**config.mk**
```make
export PLATFORM = sky130hd
export DESIGN_NAME = lcd_spi_responder_flat
export DESIGN_NICKNAME = d
export VERILOG_FILES = /design/src/rtl/lcd_spi_responder_if.sv /design/src/rtl/lcd_spi_responder.sv /design/src/flat_wrapper.sv
export SDC_FILE = /design/constraint.sdc
export NUM_CORES = 1
export LEC_CHECK = 0
export CORE_MARGIN = 2
export CORE_UTILIZATION = 39
export DETAILED_ROUTE_END_ITERATION = 8
export PLACE_DENSITY_LB_ADDON = 0.3
export SKIP_CTS_REPAIR_TIMING = 1
export SYNTH_ARGS = -nofsm -noshare
export SYNTH_HDL_FRONTEND = slang
export SYNTH_SLANG_ARGS = --single-unit
```
**constraint.sdc**
```tcl
create_clock -name clk -period 3.64 [get_ports clk]
set_input_delay 0.546 -clock clk [delete_from_list [all_inputs] [get_ports clk]]
set_output_delay 0.546 -clock clk [all_outputs]
set_load 0.02 [all_outputs]
```
**src/rtl/lcd_spi_responder_if.sv**
```systemverilog
// lcd_spi_responder_if: 4-wire ST7789 serial link pins between host driver and display responder
interface lcd_spi_responder_if;
    logic lcd_rst;
    logic lcd_rs;
    logic lcd_sd;
    logic lcd_scl;
    logic lcd_cs;
    modport master (output lcd_rst, lcd_rs, lcd_sd, lcd_scl, lcd_cs);
    modport slave  (input  lcd_rst, lcd_rs, lcd_sd, lcd_scl, lcd_cs);
endinterface

```
**src/rtl/lcd_spi_responder.sv**
```systemverilog
// lcd_spi_responder: oversampling ST7789 serial endpoint decoding commands and RGB565 pixel writes
module lcd_spi_responder #(
    parameter int H_RES = 240,
    parameter int V_RES = 280
) (
    input  logic               clk,
    input  logic               rst,
    lcd_spi_responder_if.slave lcd,
    output logic               cmd_valid,
    output logic [7:0]         cmd_code,
    output logic               pix_valid,
    output logic [8:0]         pix_x,
    output logic [8:0]         pix_y,
    output logic [15:0]        pix_data,
    output logic               sleep_out,
    output logic               disp_on,
    output logic [7:0]         colmod,
    output logic               err_fmt
);
    typedef enum logic [1:0] {IDLE, PARAM, RAMWR_HI, RAMWR_LO} state_t;
    localparam logic [15:0] H_LIM = 16'(H_RES);
    localparam logic [15:0] V_LIM = 16'(V_RES);
    state_t state, state_n;
    logic [4:0] s1, s2;
    logic scl_d, scl_rise, sd_r, rs_r, cs_r;
    logic [2:0] cnt, pidx;
    logic [6:0] shr;
    logic [23:0] shd;
    logic [7:0] hi, byte_w;
    logic [15:0] xs, xe, ys, ye, x, y;
    logic p_rst, smp, byte_done, is_cmd, is_dat, panel_rst, fmt_ok;
    assign p_rst     = ~s2[4];
    assign smp       = scl_rise & ~cs_r;
    assign byte_done = smp & (cnt == 3'd7);
    assign byte_w    = {shr, sd_r};
    assign is_cmd    = byte_done & ~rs_r;
    assign is_dat    = byte_done & rs_r;
    assign panel_rst = p_rst | (is_cmd & (byte_w == 8'h01));
    assign fmt_ok    = colmod == 8'h55;
    // two-flop synchronisers {rst,rs,sd,scl,cs} then a registered SCL rise with its sd/rs/cs sample
    always_ff @(posedge clk or negedge rst) begin
        if (!rst) begin
            s1       <= 5'b00011;
            s2       <= 5'b00011;
            scl_d    <= 1'b1;
            scl_rise <= 1'b0;
            sd_r     <= 1'b0;
            rs_r     <= 1'b0;
            cs_r     <= 1'b1;
        end else begin
            s1       <= {lcd.lcd_rst, lcd.lcd_rs, lcd.lcd_sd, lcd.lcd_scl, lcd.lcd_cs};
            s2       <= s1;
            scl_d    <= s2[1];
            scl_rise <= s2[1] & ~scl_d;
            sd_r     <= s2[2];
            rs_r     <= s2[3];
            cs_r     <= s2[0];
        end
    end
    // bit counter and shifter; cs high or panel reset drops any partial byte
    always_ff @(posedge clk or negedge rst) begin
        if (!rst) begin
            cnt <= 3'd0;
            shr <= 7'd0;
        end else if (p_rst | cs_r) begin
            cnt <= 3'd0;
        end else if (smp) begin
            cnt <= cnt + 3'd1;
            shr <= {shr[5:0], sd_r};
        end
    end
    // decoder state register
    always_ff @(posedge clk or negedge rst) begin
        if (!rst) state <= IDLE;
        else      state <= state_n;
    end
    // next decoder state: commands pick the context, data bytes alternate pixel halves
    always_comb begin
        state_n = state;
        if (is_cmd)
            state_n = (byte_w == 8'h2A || byte_w == 8'h2B || byte_w == 8'h3A) ? PARAM :
                      (byte_w == 8'h2C) ? RAMWR_HI : IDLE;
        else if (is_dat)
            state_n = (state == RAMWR_HI) ? RAMWR_LO : (state == RAMWR_LO) ? RAMWR_HI : state;
        if (p_rst) state_n = IDLE;
    end
    // command effects, window shadow/commit, pixel emission and address advance
    always_ff @(posedge clk or negedge rst) begin
        if (!rst) begin
            cmd_valid <= 1'b0;
            cmd_code  <= 8'h00;
            pix_valid <= 1'b0;
            pix_x     <= 9'd0;
            pix_y     <= 9'd0;
            pix_data  <= 16'h0000;
            sleep_out <= 1'b0;
            disp_on   <= 1'b0;
            colmod    <= 8'h66;
            err_fmt   <= 1'b0;
            pidx      <= 3'd0;
            shd       <= 24'd0;
            hi        <= 8'h00;
            xs        <= 16'd0;
            ys        <= 16'd0;
            xe        <= H_LIM - 16'd1;
            ye        <= V_LIM - 16'd1;
            x         <= 16'd0;
            y         <= 16'd0;
        end else begin
            cmd_valid <= 1'b0;
            pix_valid <= 1'b0;
            if (is_cmd) begin
                cmd_valid <= 1'b1;
                cmd_code  <= byte_w;
                pidx      <= 3'd0;
                if (byte_w == 8'h11) sleep_out <= 1'b1;
                if (byte_w == 8'h10) sleep_out <= 1'b0;
                if (byte_w == 8'h29) disp_on <= 1'b1;
                if (byte_w == 8'h28) disp_on <= 1'b0;
                if (byte_w == 8'h2C) begin
                    x <= xs;
                    y <= ys;
                end
            end
            if (is_dat && state == PARAM && pidx != 3'd4) begin
                pidx <= pidx + 3'd1;
                shd  <= {shd[15:0], byte_w};
                if (cmd_code == 8'h3A && pidx == 3'd0) colmod <= byte_w;
                if (cmd_code == 8'h2A && pidx == 3'd3) begin
                    xs <= shd[23:8];
                    xe <= {shd[7:0], byte_w};
                end
                if (cmd_code == 8'h2B && pidx == 3'd3) begin
                    ys <= shd[23:8];
                    ye <= {shd[7:0], byte_w};
                end
            end
            if (is_dat && state == RAMWR_HI) begin
                hi <= byte_w;
                if (!fmt_ok) err_fmt <= 1'b1;
            end
            if (is_dat && state == RAMWR_LO) begin
                if (fmt_ok) begin
                    pix_valid <= (x < H_LIM) && (y < V_LIM);
                    pix_x     <= x[8:0];
                    pix_y     <= y[8:0];
                    pix_data  <= {hi, byte_w};
                end else begin
                    err_fmt <= 1'b1;
                end
                x <= (x >= xe) ? xs : x + 16'd1;
                y <= (x >= xe) ? ((y >= ye) ? ys : y + 16'd1) : y;
            end
            if (panel_rst) begin
                xs        <= 16'd0;
                ys        <= 16'd0;
                xe        <= H_LIM - 16'd1;
                ye        <= V_LIM - 16'd1;
                colmod    <= 8'h66;
                sleep_out <= 1'b0;
                disp_on   <= 1'b0;
                pidx      <= 3'd0;
            end
        end
    end
endmodule

```
**src/flat_wrapper.sv**
```systemverilog
// flat-port wrapper written by rule: the top's interface ports become plain ports
module lcd_spi_responder_flat 
#(
    parameter int H_RES = 240,
    parameter int V_RES = 280
)
  (clk, rst, cmd_valid, cmd_code, pix_valid, pix_x, pix_y, pix_data, sleep_out, disp_on, colmod, err_fmt, lcd_lcd_rst, lcd_lcd_rs, lcd_lcd_sd, lcd_lcd_scl, lcd_lcd_cs);
  lcd_spi_responder_if lcd_i ();
  input  logic clk;
  input  logic rst;
  output logic cmd_valid;
  output logic [7:0] cmd_code;
  output logic pix_valid;
  output logic [8:0] pix_x;
  output logic [8:0] pix_y;
  output logic [15:0] pix_data;
  output logic sleep_out;
  output logic disp_on;
  output logic [7:0] colmod;
  output logic err_fmt;
  input wire logic [$bits(lcd_i.lcd_rst)-1:0] lcd_lcd_rst;
  input wire logic [$bits(lcd_i.lcd_rs)-1:0] lcd_lcd_rs;
  input wire logic [$bits(lcd_i.lcd_sd)-1:0] lcd_lcd_sd;
  input wire logic [$bits(lcd_i.lcd_scl)-1:0] lcd_lcd_scl;
  input wire logic [$bits(lcd_i.lcd_cs)-1:0] lcd_lcd_cs;
  assign lcd_i.lcd_rst = lcd_lcd_rst;
  assign lcd_i.lcd_rs = lcd_lcd_rs;
  assign lcd_i.lcd_sd = lcd_lcd_sd;
  assign lcd_i.lcd_scl = lcd_lcd_scl;
  assign lcd_i.lcd_cs = lcd_lcd_cs;
  lcd_spi_responder #(.H_RES(H_RES), .V_RES(V_RES)) u_core (.clk(clk), .rst(rst), .lcd(lcd_i), .cmd_valid(cmd_valid), .cmd_code(cmd_code), .pix_valid(pix_valid), .pix_x(pix_x), .pix_y(pix_y), .pix_data(pix_data), .sleep_out(sleep_out), .disp_on(disp_on), .colmod(colmod), .err_fmt(err_fmt));
endmodule
```
==> flow_summary.json <==
{
  "cts_made_buffers": 23,
  "drc": 0,
  "slew_headroom_pct": 43.6,
  "fin_util_pct": 46.9,
  "nNetsFinal": 972,
  "final_antenna_net_count": 0,
  "hold_viol_final": 0,
  "crit_chain": "nor4bb_1 > nand4_1 > and2_1 > a21oi_2 > buf_4 > buf_4 > o21ai_0",
  "ios": 62,
  "row_count": 57,
  "clkPwrFrac_pct": 46.5,
  "wl_per_cell_um": 17.6,
  "grt_first_pass_wirelength_mm": 36.5,
  "htreeDepth": 1,
  "grt_setup_unrepaired": "false",
  "power.density_nw_per_um2": 438,
  "cp_max_fo": 35,
  "cts.sinks": 213,
  "pwr-share-seq_pct": 48.5,
  "fin_crit_sh_pct": 80.4,
  "dieWidth_um": 161,
  "synth_seq_area_share_pct": 55.9,
  "grt.overflow.total": 0,
  "path_class": "flip-flop to flip-flop",
  "synth.area.mux_share_pct": 8.81,
  "grt_util_all_layers_pct": 17.5,
  "antenna_found_initial": 0,
  "vdd_ir_drop_max_mv": 0.376,
  "vias_per_cell": 5.26,
  "core_um2": 24200,
  "postSynthAreaPerCell_um2": 11.2,
  "initialDrtViolationCount": 400,
  "grt_start_max_net_pins": 102,
  "synth_ff_type": "dfrtp_1",
  "setup-tns-final_ns": 0,
  "endpoint_kind": "flip-flop",
  "leakagePower_nw": 5.49,
  "syn-cell-area_um2": 9590,
  "worstMarginPinSlew_ns": 0.835,
  "synth_cell_types": 60,
  "dr.pass1.iters": 5,
  "p_sw_share_pct": 23.0,
  "synth_top_family_by_area": "simple AND/OR/NAND/NOR gates",
  "synthAdderAreaFrac_pct": 5.09,
  "area_delta_synth_final_pct": 18.6,
  "required_ns": 4.03,
  "synth_xor_xnor_area_share_pct": 1.19,
  "setup_viol": 0,
  "gp_congestion": 0.789,
  "hp-class": "primary input to asynchronous set/reset pin",
  "ys_seq_elements": 213,
  "clock_path_buffers": 3,
  "vias": 6668,
  "synth_compound_area_share_pct": 11.7,
  "path_clk_slew_ns": 0.06,
  "max_freq_ghz": 0.342,
  "synth_edf_count": 0,
  "path_delay_family": "simple AND/OR/NAND/NOR gates",
  "drive_gt1_share_pct": 14.8,
  "synthesis.nets": 903,
  "slew_violations": 0,
  "synthSimpleGateAreaFrac_pct": 13.4,
  "combPwrFrac_pct": 4.9,
  "diodes": 0,
  "outcome": "complete, no violations",
  "yosysWarnings": 0,
  "cts_tree": "done",
  "startpoint_type": "flip-flop",
  "p_switching_w": 0.00114,
  "start_util_pct": 39.5,
  "io_buffers": 61,
  "slowest_delay_ns": 0.73,
  "min_period_ns": 2.93,
  "p_int_w": 0.00384,
  "syn_inst": 857,
  "critPathSlowestCell": "nor4bb_1",
  "fin_worst_skew_ns": 0.0161,
  "grt_pass1_vias": 6594,
  "clk_latency_ns": 0.52,
  "path_buf_inv": 2,
  "synthArstFlopShare_pct": 100,
  "arrival_ns": 3.31,
  "die_h_um": 161,
  "crit_top_cell": "buf_4",
  "drt-total-wl_mm": 22.3,
  "die_area_um2": 25900,
  "cts-root-buf": "clkbuf_16",
  "hpwl_mm": 15.0,
  "cap_violations": 0
}
[metrics by stage]
| stage | instance area [um^2] | worst slack [ns] | cells | hold WS (ns) | power [W] |
|---|---|---|---|---|---|
| after floorplan | 9590 | 1.13 | 857 | 0.250 | 0.00257 |
| after global placement | 10600 | 0.695 | 1225 | 0.334 | 0.00271 |
| after detailed placement | 10600 | 0.699 | 1225 | 0.335 | 0.00271 |
| after CTS | 11400 | 0.673 | 1267 | 0.120 | 0.00504 |
| after global routing | 11400 | 0.520 | 1267 | 0.130 | 0.00515 |
| final | 11400 | 0.713 | 1267 | 0.0695 | 0.00498 |
[cell usage in the layout, fill, tap and decap left out, types with 9 or more instances in the layout]
cell type / netlist / routed
dfrtp_1: 191 / 191
nand2_1: 134 / 134
clkdlybuf4s50_1: 0 / 60
o21ai_0: 55 / 55
mux2_2: 51 / 51
inv_1: 47 / 47
a22o_1: 43 / 43
ha_1: 39 / 39
nor2_1: 32 / 32
mux2i_1: 27 / 27
clkbuf_16: 0 / 23
buf_4: 3 / 22
dfstp_2: 22 / 22
nor3_1: 14 / 14
nand4_1: 14 / 14
a21oi_1: 15 / 14
nand3_1: 13 / 13
xnor2_1: 11 / 11
o2bb2ai_1: 9 / 9
clkbuf_1: 26 / 9
[worst paths after layout]
kind	startpoint	end	slack, ns	depth (start not counted)
min in group clk	u_core.s1[4]	u_core.s2[4]	0.35	0
setup reg to reg	u_core.shr[5]	u_core.x[7]	0.71	7
setup / recovery	u_core.shr[5]	u_core.x[7]	0.71	7
hold / removal	rst	u_core.x[5]	0.07	1
max in group asynchronous	rst	u_core.ye[8]	2.70	2
hold reg to reg	u_core.s1[4]	u_core.s2[4]	0.35	0
[routing by layer]
layer / vias up / GRT usage (%) / wire length [um]
li1: 3153 / - / -
met1: 3349 / 24.6 / 10300
met2: 129 / 28.8 / 10600
met3: 37 / 2.30 / 870
met4: 0 / 4.67 / 519
met5: - / 0 / 0
[cells in the mapped netlist, types with 4 or more instances]
library cell | count | area, um^2
and3_1 | 8 | 50.1
inv_1 | 47 | 176
o21ai_0 | 55 | 275
o2bb2ai_1 | 9 | 78.8
nor4_1 | 4 | 25.0
a22oi_1 | 6 | 45.0
nor3_1 | 14 | 70.1
buf_6 | 4 | 45.0
nor2b_1 | 6 | 37.5
nand4_1 | 14 | 87.6
and2_1 | 5 | 31.3
a22o_1 | 43 | 377
a21oi_1 | 15 | 75.1
mux2i_1 | 27 | 270
a2bb2oi_1 | 8 | 70.1
dfrtp_1 | 191 | 4780
and4_1 | 5 | 43.8
nor2_1 | 32 | 120
xnor2_1 | 11 | 96.3
o21a_1 | 4 | 30.0
ha_1 | 39 | 488
nor4bb_1 | 4 | 40.0
nand3_1 | 13 | 65.1
clkbuf_1 | 26 | 97.6
buf_2 | 5 | 25.0
mux2_2 | 51 | 574
dfstp_2 | 22 | 578
nand2_1 | 134 | 503
nand2b_1 | 5 | 31.3
[power groups by stage]
stage               sequential, W  clock, W  combinational (W)
finish                    0.00242   0.00232           0.000246
global route              0.00242   0.00246           0.000271
CTS                       0.00242   0.00237           0.000256
detailed placement        0.00246         0           0.000255
global placement          0.00246         0           0.000254
floorplan                 0.00246         0           0.000111
[area by class of cell]
class	count	area, um^2
clock inverters	5	71.3
inverters	47	176
flip-flops and latches	213	5360
clock buffers	37	678
fillers	2265	12900
repair buffers	85	821
multi-input cells	556	3860
well taps	324	405
[cell families (layout without fill, tap and decap cells)]
kind of cell / after synthesis / in the layout
simple gates: 266 / 266
flops: 213 / 213
compound gates: 160 / 160
fa+ha+maj: 39 / 39
xor+xnor: 13 / 13
buf+inv: 88 / 174
mux: 78 / 78
[registers in the layout (all words and copies together) (netlist names), 2 cells and up, named ones only]
signal,cells
u_core.shd,24
u_core.pix_data,16
u_core.x,16
u_core.xe,16
u_core.xs,16
u_core.y,16
u_core.ye,16
u_core.ys,16
u_core.pix_x,9
u_core.pix_y,9
u_core.cmd_code,8
u_core.colmod,8
u_core.hi,8
u_core.shr,7
u_core.s1,5
u_core.s2,5
u_core.cnt,3
u_core.pidx,3
u_core.state,2
[worst reg2reg max path: stages (launching register included)]
cell	delay (ns)
dfrtp_1	0.38
nor4bb_1	0.73
nand4_1	0.33
and2_1	0.46
a21oi_2	0.18
buf_4	0.34
buf_4	0.26
o21ai_0	0.12
No activity file was read; power rests on OpenSTA's default activity.
